==> config.mk <==
export PLATFORM = sky130hd
export DESIGN_NAME = dmem_bus_arbiter
export DESIGN_NICKNAME = d
export VERILOG_FILES = /design/src/rtl/mips_mem_pkg.sv /design/src/rtl/mem_window_decode.sv /design/src/rtl/dmem_bus_arbiter.sv
export SDC_FILE = /design/constraint.sdc
export NUM_CORES = 1
export LEC_CHECK = 0
export ABC_AREA = 1
export CAP_MARGIN = 20
export CORE_AREA = 4 4 137 139
export CTS_CLUSTER_SIZE = 30
export DETAILED_ROUTE_END_ITERATION = 7
export DIE_AREA = 0 0 141 143
export GPL_TIMING_DRIVEN = 0
export HOLD_SLACK_MARGIN = 0.05
export PLACE_DENSITY_LB_ADDON = 0.12
export REMOVE_ABC_BUFFERS = 1
export SYNTH_ARGS = -nofsm -noshare
export SYNTH_HDL_FRONTEND = slang
export SYNTH_SLANG_ARGS = --single-unit
==> constraint.sdc <==
create_clock -name clk -period 9.06 [get_ports clk]
set_clock_uncertainty 0.2 [all_clocks]
set_input_delay 1.359 -clock clk [delete_from_list [all_inputs] [get_ports clk]]
set_output_delay 1.359 -clock clk [all_outputs]
set_load 0.02 [all_outputs]
==> src/rtl/mips_mem_pkg.sv <==
// Shared types and constants for the MIPS_SCP data-side memory arbiter.
package mips_mem_pkg;

  typedef enum logic [1:0] {
    ARB_IDLE,
    ARB_ISSUE,
    ARB_RESP
  } arb_state_e;

  typedef enum logic {
    MST_M0 = 1'b0,
    MST_M1 = 1'b1
  } mst_id_e;

  localparam logic [31:0] DMEM_BASE_DEF = 32'h1001_0000;
  localparam logic [31:0] HMEM_BASE_DEF = 32'h1000_0000;

  // Word offset of a byte address from a window base; byte-lane bits are ignored.
  function automatic logic [29:0] word_offset(input logic [31:0] addr, input logic [31:0] base);
    return addr[31:2] - base[31:2];
  endfunction

endpackage

==> src/rtl/mem_window_decode.sv <==
// Combinational address decode onto the data RAM and heap RAM windows.
module mem_window_decode
  import mips_mem_pkg::*;
#(
  parameter logic [31:0] DMEM_BASE = DMEM_BASE_DEF,
  parameter logic [31:0] HMEM_BASE = HMEM_BASE_DEF,
  parameter int unsigned AW        = 10
) (
  input  logic [31:0]   addr,
  output logic          hit_d,
  output logic          hit_h,
  output logic          miss,
  output logic [AW-1:0] index
);

  logic [29:0] off_d;
  logic [29:0] off_h;
  logic        in_d;
  logic        in_h;

  assign off_d = word_offset(addr, DMEM_BASE);
  assign off_h = word_offset(addr, HMEM_BASE);

  // Unsigned offset below 2^AW means inside the window; wrap-around covers addr < base.
  assign in_d = ((off_d >> AW) == '0);
  assign in_h = ((off_h >> AW) == '0);

  // Data RAM has priority if a misconfiguration makes the windows overlap.
  assign hit_d = in_d;
  assign hit_h = ~in_d & in_h;
  assign miss  = ~in_d & ~in_h;
  assign index = in_d ? off_d[AW-1:0] : off_h[AW-1:0];

endmodule

==> src/rtl/dmem_bus_arbiter.sv <==
// Two-master arbiter sharing the data RAM and heap RAM: decode, sequence, respond.
module dmem_bus_arbiter
  import mips_mem_pkg::*;
#(
  parameter logic [31:0] DMEM_BASE  = DMEM_BASE_DEF,
  parameter logic [31:0] HMEM_BASE  = HMEM_BASE_DEF,
  parameter int unsigned AW         = 10,
  parameter int unsigned STARVE_MAX = 4
) (
  input  logic          clk,
  input  logic          reset,
  input  logic          m0_req,
  input  logic          m0_we,
  input  logic [31:0]   m0_addr,
  input  logic [31:0]   m0_wdata,
  output logic [31:0]   m0_rdata,
  output logic          m0_ack,
  output logic          m0_err,
  output logic          m0_stall,
  input  logic          m1_req,
  input  logic          m1_we,
  input  logic [31:0]   m1_addr,
  input  logic [31:0]   m1_wdata,
  output logic [31:0]   m1_rdata,
  output logic          m1_ack,
  output logic          m1_err,
  output logic          d_en,
  output logic          d_we,
  output logic [AW-1:0] d_addr,
  output logic [31:0]   d_wdata,
  input  logic [31:0]   d_rdata,
  output logic          h_en,
  output logic          h_we,
  output logic [AW-1:0] h_addr,
  output logic [31:0]   h_wdata,
  input  logic [31:0]   h_rdata
);

  localparam int unsigned SW = $clog2(STARVE_MAX + 1);
  localparam logic [SW-1:0] STARVE_TOP = SW'(STARVE_MAX);

  arb_state_e    state_q, state_d;
  mst_id_e       owner_q, owner_d;
  logic [31:0]   addr_q, addr_d;
  logic          we_q, we_d;
  logic [31:0]   wdata_q, wdata_d;
  logic [SW-1:0] starve_q, starve_d;
  logic [31:0]   m0_rdata_q, m0_rdata_d;
  logic [31:0]   m1_rdata_q, m1_rdata_d;

  logic          hit_d;
  logic          hit_h;
  logic          miss;
  logic [AW-1:0] index;
  logic [31:0]   resp_data;

  mem_window_decode #(
    .DMEM_BASE (DMEM_BASE),
    .HMEM_BASE (HMEM_BASE),
    .AW        (AW)
  ) u_decode (
    .addr  (addr_q),
    .hit_d (hit_d),
    .hit_h (hit_h),
    .miss  (miss),
    .index (index)
  );

  always_ff @(posedge clk or posedge reset) begin
    if (reset) begin
      state_q    <= ARB_IDLE;
      owner_q    <= MST_M0;
      addr_q     <= '0;
      we_q       <= 1'b0;
      wdata_q    <= '0;
      starve_q   <= '0;
      m0_rdata_q <= '0;
      m1_rdata_q <= '0;
    end else begin
      state_q    <= state_d;
      owner_q    <= owner_d;
      addr_q     <= addr_d;
      we_q       <= we_d;
      wdata_q    <= wdata_d;
      starve_q   <= starve_d;
      m0_rdata_q <= m0_rdata_d;
      m1_rdata_q <= m1_rdata_d;
    end
  end

  always_comb begin
    state_d    = state_q;
    owner_d    = owner_q;
    addr_d     = addr_q;
    we_d       = we_q;
    wdata_d    = wdata_q;
    starve_d   = starve_q;
    m0_rdata_d = m0_rdata_q;
    m1_rdata_d = m1_rdata_q;
    resp_data  = '0;
    d_en       = 1'b0;
    d_we       = 1'b0;
    h_en       = 1'b0;
    h_we       = 1'b0;
    m0_ack     = 1'b0;
    m0_err     = 1'b0;
    m1_ack     = 1'b0;
    m1_err     = 1'b0;
    d_addr     = index;
    h_addr     = index;
    d_wdata    = wdata_q;
    h_wdata    = wdata_q;

    unique case (state_q)
      ARB_IDLE: begin
        if (!m1_req) starve_d = '0;
        if (m0_req || m1_req) begin
          if (m1_req && (!m0_req || starve_q == STARVE_TOP)) begin
            owner_d  = MST_M1;
            addr_d   = m1_addr;
            we_d     = m1_we;
            wdata_d  = m1_wdata;
            starve_d = '0;
          end else begin
            owner_d = MST_M0;
            addr_d  = m0_addr;
            we_d    = m0_we;
            wdata_d = m0_wdata;
            // Never at the top here: a saturated counter hands the grant to M1 above.
            if (m1_req) starve_d = starve_q + 1'b1;
          end
          state_d = ARB_ISSUE;
        end
      end
      ARB_ISSUE: begin
        d_en    = hit_d;
        d_we    = hit_d & we_q;
        h_en    = hit_h;
        h_we    = hit_h & we_q;
        state_d = ARB_RESP;
      end
      ARB_RESP: begin
        if (!we_q) resp_data = hit_d ? d_rdata : (hit_h ? h_rdata : '0);
        if (owner_q == MST_M0) begin
          m0_ack     = 1'b1;
          m0_err     = miss;
          m0_rdata_d = resp_data;
        end else begin
          m1_ack     = 1'b1;
          m1_err     = miss;
          m1_rdata_d = resp_data;
        end
        state_d = ARB_IDLE;
      end
      default: state_d = ARB_IDLE;
    endcase
  end

  // Next-state value is the live response during ack and the held value otherwise.
  assign m0_rdata = m0_rdata_d;
  assign m1_rdata = m1_rdata_d;
  assign m0_stall = m0_req & ~m0_ack;

endmodule

==> results summary, run 1 <==
The flow ran to the end, and the final reports show no timing, DRC or antenna violations. The pin count of the biggest net entering global routing came out at 76. The register area share after synthesis is 0.4639.

After filler insertion, the fill cell instance count of the layout stands at 1,589. The detailed placement HPWL is 17,050 um. The fraction of final layout cells sized beyond drive strength 1 is 0.1314. The DRC violation total after the first TritonRoute iteration is 312. The share of total power dissipated in the clock network is 0.180. The count of buffers from port buffering is 350. The total power density per cell area is 372.2 nW/um2. The netlist uses 30 different library cells. The number of synthesized flops with an enable pin came out at 0.

Sorting the synthesized cells by area gives the leading types as sky130_fd_sc_hd__dfrtp_1 (46%), sky130_fd_sc_hd__nand2_1 (8.6%), sky130_fd_sc_hd__o21ai_0 (5.5%), sky130_fd_sc_hd__or2_2 (5.5%), sky130_fd_sc_hd__buf_4 (5.4%). The share of total power dissipated in combinational logic is 0.565. The number of global-route vias before repair came to 6,639.

Dividing the final minimum period by the clock period gives 0.5511. In this run the critical register-to-register path is captured at addr_q[7]$_DFFE_PP0P_. The number of sinks handled by clock tree synthesis came out at 133. For the worst flop-to-flop path, the logic depth is 6.

Setup violations remaining at the end of the flow were counted as 0. The die covers 20,160 um2. The worst hold path was traced through 2 stages. The placement row count came out at 49. The cell type with the highest aggregate area in the netlist is sky130_fd_sc_hd__dfrtp_1. The count of warnings emitted by yosys came out at 0. The achievable clock frequency is 200.3 MHz. The smallest clock period supported by the final layout is computed as 4993 ps.

The number of clock buffers inserted by TritonCTS is 17. The highest layer touched by signal routing is met4. The gate count after technology mapping came out at 898. The sequential share of power is 0.256. The die height came out at 143 um. The maximum level of the CTS H-tree came out at 4.

The min-delay analysis places its worst path in the category flip-flop to flip-flop. The layout overhead on the synthesized area is 55.15%. Clock latency on the worst-skew pair, taken at its later pin, is 420 ps. The power dissipated by switching net loads is 1.703 mW. The first-pass GRT wire length came out at 36,240 um. The worst setup path is of the flip-flop to output port kind.

The width of the die came out at 141 um. The switching share of total power came out at 0.4110. Post-CTS repair changed the size of 0 cells. Among all flip-flop cells after synthesis, the most frequent one is sky130_fd_sc_hd__dfrtp_1.

The routability-driven placement congestion ratio came out at 0.7938. The hold-critical path endpoint is addr_q[12]$_DFFE_PP0P_. The number of placed I/O pins came out at 355. After detailed routing, the wire length on met1 is 9570 um.

The startpoint identified for the worst register-to-register timing path is state_q[1]$_DFFE_PP0P_. The fraction of the core area covered by cells at the end of the flow came out at 0.6304. The via-per-instance ratio came out at 4.739. The per-instance average area after synthesis is 7.989 um2. The longest clock path from root to sink contains 2 buffers. STA classifies the critical path endpoint as an output port. The slew at the pin closest to its max-slew limit came out at 960.7 ps. The data arrival time of the critical path came out at 3430 ps. The initial antenna violation count is 3.

The placed cell count came out at 1,378. The netlist area before placement came out at 7174 um2. The total of hold buffers inserted after clock tree synthesis came out at 0.

The post-layout net count came out at 1,368. The global-route usage over all layers is 0.2297. The worst min-delay path startpoint is addr_q[12]$_DFFE_PP0P_. The TritonCTS clock tree is done.

The total of flip-flops plus latches after synthesis is 133. The CTS root buffer is sky130_fd_sc_hd__clkbuf_16. The buffer count from post-CTS setup fixing came out at 0. The post-route non-filler standard cell count is 1,412. The placed instances occupy a cell area of 10,490 um2.

The total via count after detailed routing came out at 6,692. The static leakage is 4.940 nW. The library cell used most frequently in the layout, excluding fill and tap cells, is sky130_fd_sc_hd__clkdlybuf4s50_1. The final layout contains routed wiring with a total length of 23,280 um. The required time of the critical path came out at 7500 ps. In this run the worst path has a maximum fanout of 33. Max-cap violations in this run came to 0. The starting density of the core came out at 0.4063. The portion of synthesized cell area occupied by the leading cell type is 0.4639. The number of nets with antenna violations after routing is 0. The met3 wire length is 1649 um. The setup total negative slack is 0 ps. The number of slew-limit violations in the final report is 0. The finished cells cover 11,130 um2.

The first TritonRoute pass finished after 5 iterations. Leaving out fill and tap cells, the most frequent cells in the layout are sky130_fd_sc_hd__clkdlybuf4s50_1 (350), sky130_fd_sc_hd__nand2_1 (164), sky130_fd_sc_hd__dfrtp_1 (133), sky130_fd_sc_hd__inv_1 (82), sky130_fd_sc_hd__o21ai_0 (79). The clock-pin slew of the registers on the worst-case setup and hold paths is 60 ps.

The register-to-register path setup slack came out at 6120 ps. The peak supply drop came out at 203.0 uV. The met2 routed wirelength came out at 11,470 um. The internal power of the cells is 2.440 mW. Setup repair after global routing left no endpoint under its margin. The final hold violation count is 0.

The core region area is 17,660 um2. STA classifies the critical path startpoint as a flip-flop. For this run the aggregate overflow at the end of global routing stands at 0. In the final routed layout, each cell accounts on average for 16.49 um. The post-synthesis async set-or-reset flop share is 1.000. The DRC violation count after routing came out at 0. The worst pin sits at a relative slew slack of 0.3581. The overall power of the completed layout came out at 4.143 mW.
state kept, by name, indices dropped and copies added, names as in the netlist:
signal and cells:
starve_q 3, owner_q 1, we_q 1, addr_q 30
state_q 2, m1_rdata_q 32, m0_rdata_q 32, d_wdata 32
logic make-up (layout without fill, tap and decap cells):
| logic type | count (synthesis) | in the layout | synth area share |
|---|---|---|---|
| other | 0 | 3 | 0 |
| buffers and inverters | 200 | 482 | 0.1392 |
| DFF | 133 | 133 | 0.4639 |
| xor gates and xnor gates | 1 | 1 | 0.001221 |
| and+or+nand+nor | 364 | 364 | 0.2508 |
| AOI/OAI and AO/OA | 198 | 198 | 0.1414 |
| adders and majority gates | 2 | 2 | 0.003487 |
power groups by stage:
stage | logic, mW | clock network [mW] | registers (mW)
after CTS | 2.37 | 0.757 | 1.06
after floorplan | 0.996 | 0 | 1.26
after global routing | 2.53 | 0.787 | 1.10
final | 2.34 | 0.744 | 1.06
after detailed placement | 2.36 | 0 | 1.06
after global placement | 2.31 | 0 | 1.06
worst max-delay path by stage:
stage	to	start	slack (ps)	depth (start not counted)
floorplan	addr_q[10]$_DFFE_PP0P_	reset	3950	1
global route	m1_rdata[1]	addr_q[18]$_DFFE_PP0P_	3730	14
CTS	m0_rdata[1]	addr_q[21]$_DFFE_PP0P_	3980	14
finish	m1_rdata[1]	addr_q[21]$_DFFE_PP0P_	4070	14
detailed placement	m0_rdata[1]	addr_q[21]$_DFFE_PP0P_	4450	14
global placement	addr_q[2]$_DFFE_PP0P_	m0_req	1480	7
metal layers:
layer / track usage / vias to the layer above
li1: - / 3327
met1: 0.2857 / 3095
met2: 0.3780 / 237
met3: 0.07502 / 33
met4: 0.08057 / 0
met5: 0 / -
cells in the mapped netlist, types with 2 or more instances:
cell type	count
sky130_fd_sc_hd__or2_2	63
sky130_fd_sc_hd__clkbuf_1	35
sky130_fd_sc_hd__o22ai_1	14
sky130_fd_sc_hd__inv_2	8
sky130_fd_sc_hd__nor2_2	4
sky130_fd_sc_hd__nor3_1	4
sky130_fd_sc_hd__clkinv_1	3
sky130_fd_sc_hd__o21ai_0	79
sky130_fd_sc_hd__a21oi_1	67
sky130_fd_sc_hd__buf_8	3
sky130_fd_sc_hd__nor2_4	2
sky130_fd_sc_hd__nor4_1	2
sky130_fd_sc_hd__ha_1	2
sky130_fd_sc_hd__inv_1	84
sky130_fd_sc_hd__nand2_1	164
sky130_fd_sc_hd__o21ai_1	36
sky130_fd_sc_hd__nand3_2	29
sky130_fd_sc_hd__buf_2	15
sky130_fd_sc_hd__buf_4	52
sky130_fd_sc_hd__nor2_1	74
sky130_fd_sc_hd__dfrtp_1	133
sky130_fd_sc_hd__nand3_1	13
sky130_fd_sc_hd__nand2_2	5
cell type report:
type / instances / area, um2 / area share
antenna: 3 / 7.507 / 0.0006745
clock buffer: 18 / 429.2 / 0.03856
clock inverter: 13 / 207.7 / 0.01866
inverter: 95 / 361.6 / 0.03249
multi-input combinational: 565 / 2872 / 0.2580
sequential: 133 / 3328 / 0.2990
tap: 229 / 286.5 / 0.02574
timing repair buffer: 356 / 3638 / 0.3269
critical path: stages (launching register included):
cell	delay [ps]
sky130_fd_sc_hd__dfrtp_1	390
sky130_fd_sc_hd__nor2_2	160
sky130_fd_sc_hd__nand2_2	90
sky130_fd_sc_hd__nor2_4	150
sky130_fd_sc_hd__nand2_2	100
sky130_fd_sc_hd__nand2_2	90
sky130_fd_sc_hd__nand2_1	50
sky130_fd_sc_hd__nand2_1	70
sky130_fd_sc_hd__nand2_2	80
sky130_fd_sc_hd__nor2_8	580
sky130_fd_sc_hd__nand3_1	130
sky130_fd_sc_hd__nand2_1	170
sky130_fd_sc_hd__nand2_1	90
sky130_fd_sc_hd__a21oi_1	190
sky130_fd_sc_hd__clkdlybuf4s50_1	650
per-stage QoR:
stage / hold slack (ps) / worst slack, ps
after floorplan: 259.4 / 3947
after global placement: 277.1 / 1481
after global routing: 339.3 / 3726
after detailed placement: 279.1 / 4449
after CTS: 293.1 / 3985
final: 291.7 / 4067
Note: power is estimated with default switching activity, not from simulation.
==> inputs of run 2 (changes only) <==
--- a/config.mk
+++ b/config.mk
@@ -7,10 +7,10 @@
 export LEC_CHECK = 0
 export ABC_AREA = 1
 export CAP_MARGIN = 20
-export CORE_AREA = 4 4 137 139
+export CORE_MARGIN = 4
+export CORE_UTILIZATION = 41
 export CTS_CLUSTER_SIZE = 30
 export DETAILED_ROUTE_END_ITERATION = 7
-export DIE_AREA = 0 0 141 143
 export GPL_TIMING_DRIVEN = 0
 export HOLD_SLACK_MARGIN = 0.05
 export PLACE_DENSITY_LB_ADDON = 0.12
==> constraint.sdc (replaced) <==
create_clock -name clk -period 4.75 [get_ports clk]
set_clock_uncertainty 0.2 [all_clocks]
set_input_delay 0.7125 -clock clk [delete_from_list [all_inputs] [get_ports clk]]
set_output_delay 0.7125 -clock clk [all_outputs]
set_load 0.02 [all_outputs]
==> run 2 against run 1 <==
  * Hold slack better by 10 ps
  * Combinational power is 91% higher
  * Die area is 2.4% lower
  * Cell area is 0.73% lower
  * Utilization is 1.1 points higher
  * Sequential power is 90% higher
  * Non-clock buffer count is 1 higher
  * Clock power is 67% higher
  * Via count is 0.96% lower
  * First-iteration DRC count is 17% higher
  * Critical endpoint unchanged
==> results summary, run 2 (synthesis results as in run 1) <==
The starting density of the core is 0.4162 (+0.009910). The placed cell count is 1,375 (-0.22%). STA classifies the critical path endpoint as an output port. The number of sinks handled by clock tree synthesis is 133 (unchanged). The final hold violation count came out at 0 (unchanged). The classification of the worst-slack hold path is flip-flop to flip-flop. The required time of the critical path is 3840 ps (-3660 ps). The post-layout net count is 1,369 (+0.073%). The fraction of final layout cells sized beyond drive strength 1 was 0.1273 (-0.004021).

The fraction of the core area covered by cells at the end of the flow is 0.6410 (+0.01066). The startpoint type of the worst setup path is a flip-flop. The global-route usage over all layers is 0.2270 (-0.002701). The relative max-transition margin was 0.3585 (about the same).

The number of buffers on the longest clock path is 2 (unchanged). The cell area after layout is 11,050 um2 (-0.73%). The final count of negative-setup-slack endpoints is 0 (unchanged). The overall power of the completed layout came out at 7.701 mW (+86%). The maximum level of the CTS H-tree is 4 (unchanged).

The data arrival time of the critical path came out at 3350 ps (-80 ps). The shortest clock period the worst path allows after layout is 4266 ps. The number of maximum-capacitance constraint violations came out at 0 (unchanged).

The static leakage came out at 4.913 nW (-0.55%). The slew at the pin closest to its max-slew limit came out at 960.9 ps (+0.2048 ps). The tree is rooted in a sky130_fd_sc_hd__clkbuf_16. The routability-driven placement congestion ratio came out at 0.7973 (+0.44%). Setup repair after global routing left no endpoint under its margin. The post-route non-filler standard cell count was 1,407 (-0.35%). The total power density per cell area was 697.0 nW/um2 (+87%). The detailed placement HPWL was 15,660 um (-8.2%).

The library cell contributing the largest single delay on the critical path is sky130_fd_sc_hd__inv_2. The wire length per cell after detailed routing is 15.79 um (-4.2%). The via-per-instance ratio was 4.711 (-0.60%). The count of buffers from port buffering came out at 350 (unchanged).

The DRC violation total after the first TritonRoute iteration is 365 (+17%). Timing would allow up to 234.4 MHz. The worst slack at placement is 859.9 ps (-3589 ps). The post-route clock period utilization came out at 0.8981.

The core region area came out at 17,240 um2 (-2.4%). The critical path in this run is classified as flip-flop to output port. The post-cts sizing count came out at 0 (unchanged). The number of global-route vias before repair came to 6,918 (+4.2%). The total via count after detailed routing came out at 6,628 (-0.96%). The clock-pin slew of the registers on the worst-case setup and hold paths came to 50 ps (about the same). The number of clock buffers inserted by TritonCTS came out at 17 (unchanged).

The filler cell count was 1,498 (-5.7%). The number of placed I/O pins is 355 (unchanged). The worst hold-check slack came to 301.8 ps (+10.02 ps). The peak supply drop came out at 339.6 uV (+67%). The initial antenna violation count was 4 (+1). The most common cell after layout, fill and taps aside is sky130_fd_sc_hd__clkdlybuf4s50_1. The combined flip-flop and latch cell area is 3328 um2 (unchanged).

The hold-critical path depth came out at 2 (unchanged). The number of nets with antenna violations after routing is 0 (unchanged). The placed instance area is 10,490 um2 (about the same). The area of the multi-input gates came out at 2872 um2 (unchanged). The die height was 140.3 um (-1.9%). The peak per-stage delay on the critical path is 700 ps (+50 ps). The buffer count from post-CTS setup fixing is 0 (unchanged).

Leaving out fill and tap cells, the most frequent cells in the layout are sky130_fd_sc_hd__clkdlybuf4s50_1 (350), sky130_fd_sc_hd__nand2_1 (164), sky130_fd_sc_hd__dfrtp_1 (133), sky130_fd_sc_hd__inv_1 (82), sky130_fd_sc_hd__o21ai_0 (79). The clock network latency to the later pin of the worst-skew pair came out at 420 ps (about the same). The number of slew-limit violations in the final report came to 0 (unchanged). The register-to-register path setup slack is 2160 ps (-3960 ps).

The floorplan die area is 19,680 um2 (-2.4%). The placement row count is 48 (-2.0%). The pin count of the biggest net entering global routing was 71 (-6.6%). The largest fanout on the critical path is 33 (unchanged). The critical path goes through nor2_2 > nand2_1 > nor2_4 > nand2_2 > nand3_1 > nand3_1 > inv_2 > nand3_1 > nand2_1 > nand2_1 > a21oi_1 > clkdlybuf4s50_1.

The run finished with clean final reports. TritonCTS built the clock tree. The total overflow reported by the global router came to 0 (unchanged). The number of detailed-routing iterations run before antenna repair is 5 (unchanged). Compared with the post-synthesis result, the final layout area differs by 54.01%.

The final critical-path setup slack is 483.9 ps (-3583 ps). The width of the die is 140.3 um (-0.51%). The post-detailed-routing wire length is 22,220 um (-4.6%). The DRC violation count after routing is 0 (unchanged). The setup total negative slack is 0 ps (unchanged). The first-pass GRT wire length came out at 35,970 um (-0.74%). The total of hold buffers inserted after clock tree synthesis came to 0 (unchanged). The number of cell instances on the worst register-to-register path is 11 (+5).
-- run 2: cell count changes in the layout (fill, tap and decap cells not counted) --
cell / delta
sky130_fd_sc_hd__clkinv_4: -2
sky130_fd_sc_hd__buf_16: -1
sky130_fd_sc_hd__clkbuf_1: +3
sky130_fd_sc_hd__clkinvlp_4: -3
sky130_fd_sc_hd__diode_2: +1
sky130_fd_sc_hd__bufinv_16: -3
sky130_fd_sc_hd__buf_12: +2
sky130_fd_sc_hd__clkbuf_8: +2
-- run 2: worst max-delay path: cells and delay by family, from the launching register on --
| kind | cells | cell delay (ps) |
|---|---|---|
| AOI/OAI and AO/OA | 1 | 190 |
| buffers and inverters | 2 | 1350 |
| DFF | 1 | 390 |
| and+or+nand+nor | 9 | 990 |
-- run 2: final timing paths --
path,startpoint,end
max,addr_q[18]$_DFFE_PP0P_,m1_rdata[1]
min,addr_q[13]$_DFFE_PP0P_,addr_q[13]$_DFFE_PP0P_
max reg2reg,addr_q[18]$_DFFE_PP0P_,m0_rdata_q[1]$_DFF_PP0_
min reg2reg,addr_q[13]$_DFFE_PP0P_,addr_q[13]$_DFFE_PP0P_
max in group asynchronous,reset,d_wdata[14]$_DFFE_PP0P_
min in group asynchronous,reset,d_wdata[21]$_DFFE_PP0P_
-- run 2: per-layer routing --
metal,wire length (um),vias up,GRT usage
met2,10620,254,0.3644
met3,1770,42,0.08638
met4,588,0,0.09281
met1,9233,2999,0.2753
li1,-,3333,-
met5,0,-,0
-- run 2: layout make-up --
class | count | area share
Timing Repair Buffer | 357 | 0.3304
Sequential cell | 133 | 0.3012
Multi-Input combinational cell | 565 | 0.2599
Clock buffer | 23 | 0.04235
Inverter | 95 | 0.03273
Tap cell | 225 | 0.02548
Clock inverter | 5 | 0.007021
Antenna cell | 4 | 0.0009059
-- run 2: report_power, final --
group | internal [mW] | total, mW | switching, mW
Sequential | 1.71 | 2.01 | 0.297
Combinational | 2.03 | 4.46 | 2.43
Clock | 0.786 | 1.24 | 0.453
Total | 4.52 | 7.70 | 3.18
==> inputs of run 3 (changes only) <==
--- a/config.mk
+++ b/config.mk
@@ -7,14 +7,17 @@
 export LEC_CHECK = 0
 export ABC_AREA = 1
 export CAP_MARGIN = 20
+export CELL_PAD_IN_SITES_DETAIL_PLACEMENT = 1
+export CELL_PAD_IN_SITES_GLOBAL_PLACEMENT = 2
 export CORE_MARGIN = 4
-export CORE_UTILIZATION = 41
+export CORE_UTILIZATION = 22
 export CTS_CLUSTER_SIZE = 30
 export DETAILED_ROUTE_END_ITERATION = 7
 export GPL_TIMING_DRIVEN = 0
 export HOLD_SLACK_MARGIN = 0.05
 export PLACE_DENSITY_LB_ADDON = 0.12
 export REMOVE_ABC_BUFFERS = 1
+export SKIP_LAST_GASP = 1
 export SYNTH_ARGS = -nofsm -noshare
 export SYNTH_HDL_FRONTEND = slang
 export SYNTH_SLANG_ARGS = --single-unit
==> run 3 against run 2 <==
  * Critical endpoint is now m0_rdata[21]
  * Largest power group unchanged
  * Wire length grew 29%
  * Utilization shrank 28 points
  * Cell count grew 15%
  * Via count grew 3.0%
  * Non-clock buffer count grew 1
  * First-iteration DRC count shrank 34%
  * Clock-buffer cell count shrank 3
  * Sequential share of layout area shrank 1.1 points
  * Total power grew 5.5%
  * Critical path depth is the same
  * Sequential power is essentially flat
==> results summary, run 3 (synthesis results as in run 1) <==
The placement row count is 65 (+35%). The die height came out at 188.6 um (+34%). The largest fanout on the critical path came out at 33 (unchanged). The internal power of the cells is 4.709 mW (+4.1%). The relative max-transition margin is 0.3174 (-0.04110). The number of slew-limit violations in the final report is 0 (unchanged).

The buffer count from post-CTS setup fixing was 0 (unchanged). The first-pass GRT wire length was 44,840 um (+25%). The slew at the pin closest to its max-slew limit came out at 1024 ps (+63.05 ps). The via-per-instance ratio is 4.212 (-11%).

The post-cts sizing count came out at 0 (unchanged). The shortest clock period the worst path allows after layout came out at 4423 ps (+156.9 ps). The total via count after detailed routing came out at 6,828 (+3.0%). The number of sinks handled by clock tree synthesis is 133 (unchanged).

The number of detailed-routing iterations run before antenna repair came out at 4 (-1). The worst slack at placement was 731.8 ps (-128.1 ps). The initial antenna violation count is 7 (+3). The core region area came out at 31,880 um2 (+85%).

The number of clock buffers inserted by TritonCTS came out at 17 (unchanged). The achievable clock frequency is 226.1 MHz (-3.5%). The number of maximum-capacitance constraint violations came to 0 (unchanged). Setup repair after global routing left no endpoint under its margin. The cell area after layout was 11,450 um2 (+3.6%).

The clock-pin slew of the registers on the worst-case setup and hold paths came to 60 ps (about the same). The class of the most critical setup path is flip-flop to output port. The total of hold buffers inserted after clock tree synthesis is 0 (unchanged). The element type at the critical path end is an output port.

The peak supply drop is 278.6 uV (-18%). The layout overhead on the synthesized area came out at 59.59%. The total overflow reported by the global router came out at 0 (unchanged).

The starting density of the core is 0.2250 (-0.1912). The DRC violation total after the first TritonRoute iteration came out at 241 (-34%). The switching share of total power is 0.4206 (+0.007975). The worst hold path terminates at addr_q[12]$_DFFE_PP0P_. The final critical-path setup slack came out at 327.1 ps (-156.9 ps). The post-layout net count is 1,370 (+0.073%). The wire length per cell after detailed routing came to 17.74 um (+12%). The number of placed I/O pins was 355 (unchanged). The static leakage came out at 4.976 nW (+1.3%). The final count of negative-setup-slack endpoints came out at 0 (unchanged). The number of nets with antenna violations after routing came out at 0 (unchanged). In the layout the commonest cells are sky130_fd_sc_hd__clkdlybuf4s50_1 (350), sky130_fd_sc_hd__nand2_1 (164), sky130_fd_sc_hd__dfrtp_1 (133), sky130_fd_sc_hd__inv_1 (82), sky130_fd_sc_hd__o21ai_0 (79). The final hold violation count came out at 0 (unchanged). The number of buffers on the longest clock path is 2 (unchanged).

The placed instance area came to 10,780 um2 (+2.8%). The pin count of the biggest net entering global routing is 70 (-1.4%). The register-to-register path setup slack came out at 1870 ps (-290 ps). In this run the critical register-to-register path is launched from starve_q[0]$_DFFE_PP0P_. The CTS root buffer is sky130_fd_sc_hd__clkbuf_16. The relative contribution of combinational cells to total power came to 0.566 (-0.013). The post-route clock period utilization came out at 0.9311 (+0.03303).

The clock group share of total power came to 0.184 (+0.023). The detailed placement HPWL is 20,800 um (+33%). The number of global-route vias before repair came out at 7,390 (+6.8%). The number of cell instances on the worst register-to-register path is 8 (-3). The clock network latency to the later pin of the worst-skew pair is 420 ps (about the same).

TritonCTS built the clock tree. The required time of the critical path is 3840 ps (about the same). The floorplan die area came out at 35,560 um2 (+81%). The power dissipated by switching net loads is 3.418 mW (+7.6%).

The sequential share of power is 0.250 (-0.011). The most common cell after layout, fill and taps aside is sky130_fd_sc_hd__clkdlybuf4s50_1. The DRC violation count after routing came out at 0 (unchanged). The hold-critical path depth came out at 2 (unchanged). The routability-driven placement congestion ratio is 0.7184 (-9.9%). The maximum level of the CTS H-tree came to 4 (unchanged).

The data arrival time of the critical path is 3510 ps (+160 ps). The capture point of the worst reg-to-reg path is d_wdata[9]$_DFFE_PP0P_. The count of buffers from port buffering is 350 (unchanged). The post-detailed-routing wire length came out at 28,750 um (+29%). The total power density per cell area is 709.8 nW/um2 (+1.8%). The worst hold path begins at addr_q[12]$_DFFE_PP0P_. The worst hold path belongs to the class flip-flop to flip-flop.

The run finished with clean final reports. The width of the die is 188.6 um (+34%). The fraction of final layout cells sized beyond drive strength 1 is 0.1336 (+0.006224). The worst setup path is launched from a flip-flop. The global-route usage over all layers was 0.1613 (-0.06578).
-- run 3: per-stage QoR --
stage | TNS, ps | utilization | cells | power, mW | hold slack [ps]
final | 0 | 0.3591 | 1621 | 8.127 | 298.9
after global routing | 0 | 0.3590 | 1619 | 8.717 | 345.7
after CTS | 0 | 0.3589 | 1618 | 8.298 | 308.1
after detailed placement | 0 | 0.3383 | 1586 | 6.734 | 291.8
after global placement | -577540 | 0.3319 | 1578 | 6.621 | 284.0
after floorplan | 0 | - | 793 | 4.306 | 259.4
-- run 3: area by class of cell --
| type | instances | area, um2 |
|---|---|---|
| Timing Repair Buffer | 358 | 3679 |
| Clock buffer | 20 | 456.7 |
| Multi-Input combinational cell | 565 | 2872 |
| Fill cell | 3777 | 20430 |
| Tap cell | 435 | 544.3 |
| Sequential cell | 133 | 3328 |
| Clock inverter | 12 | 201.4 |
| Inverter | 95 | 361.6 |
| Antenna cell | 3 | 7.507 |
-- run 3: critical path, cell delays in order (launching register included) --
cell                              delay, ps
sky130_fd_sc_hd__dfrtp_1                390
sky130_fd_sc_hd__nor2_2                 160
sky130_fd_sc_hd__nand2_1                110
sky130_fd_sc_hd__nor2_4                 130
sky130_fd_sc_hd__nand2_2                 90
sky130_fd_sc_hd__nand3_1                 70
sky130_fd_sc_hd__nand3_1                 90
sky130_fd_sc_hd__inv_2                  730
sky130_fd_sc_hd__nand3_2                130
sky130_fd_sc_hd__nand2_1                150
sky130_fd_sc_hd__nand2_1                 90
sky130_fd_sc_hd__a21oi_1                180
sky130_fd_sc_hd__clkdlybuf4s50_1        700
-- run 3: metal layers --
metal  vias up  track usage  part of all wire
met5         -            0            0.0019
met2       245       0.2510              0.45
li1       3331            -                 -
met3        22      0.07058             0.089
met1      3222       0.2087              0.45
met4         8      0.03503             0.010
-- run 3: power by group through the flow --
stage	clock network [mW]	registers (mW)	logic, mW
floorplan	0	2.41	1.90
global placement	0	2.05	4.57
detailed placement	0	2.06	4.68
CTS	1.55	2.05	4.70
global route	1.60	2.12	5.00
finish	1.49	2.03	4.60
-- run 3: worst max path at each step --
stage / from / endpoint / slack, ps / depth (start not counted)
5_1_grt: addr_q[18]$_DFFE_PP0P_ / m0_rdata[0] / 20 / 12
6_report: addr_q[18]$_DFFE_PP0P_ / m0_rdata[21] / 330 / 12
3_5_place_dp: addr_q[18]$_DFFE_PP0P_ / m1_rdata[3] / 730 / 12
2_1_floorplan: reset / addr_q[10]$_DFFE_PP0P_ / 280 / 1
4_1_cts: addr_q[18]$_DFFE_PP0P_ / m1_rdata[3] / 250 / 12
3_3_place_gp: m0_req / d_wdata[9]$_DFFE_PP0P_ / -3670 / 7
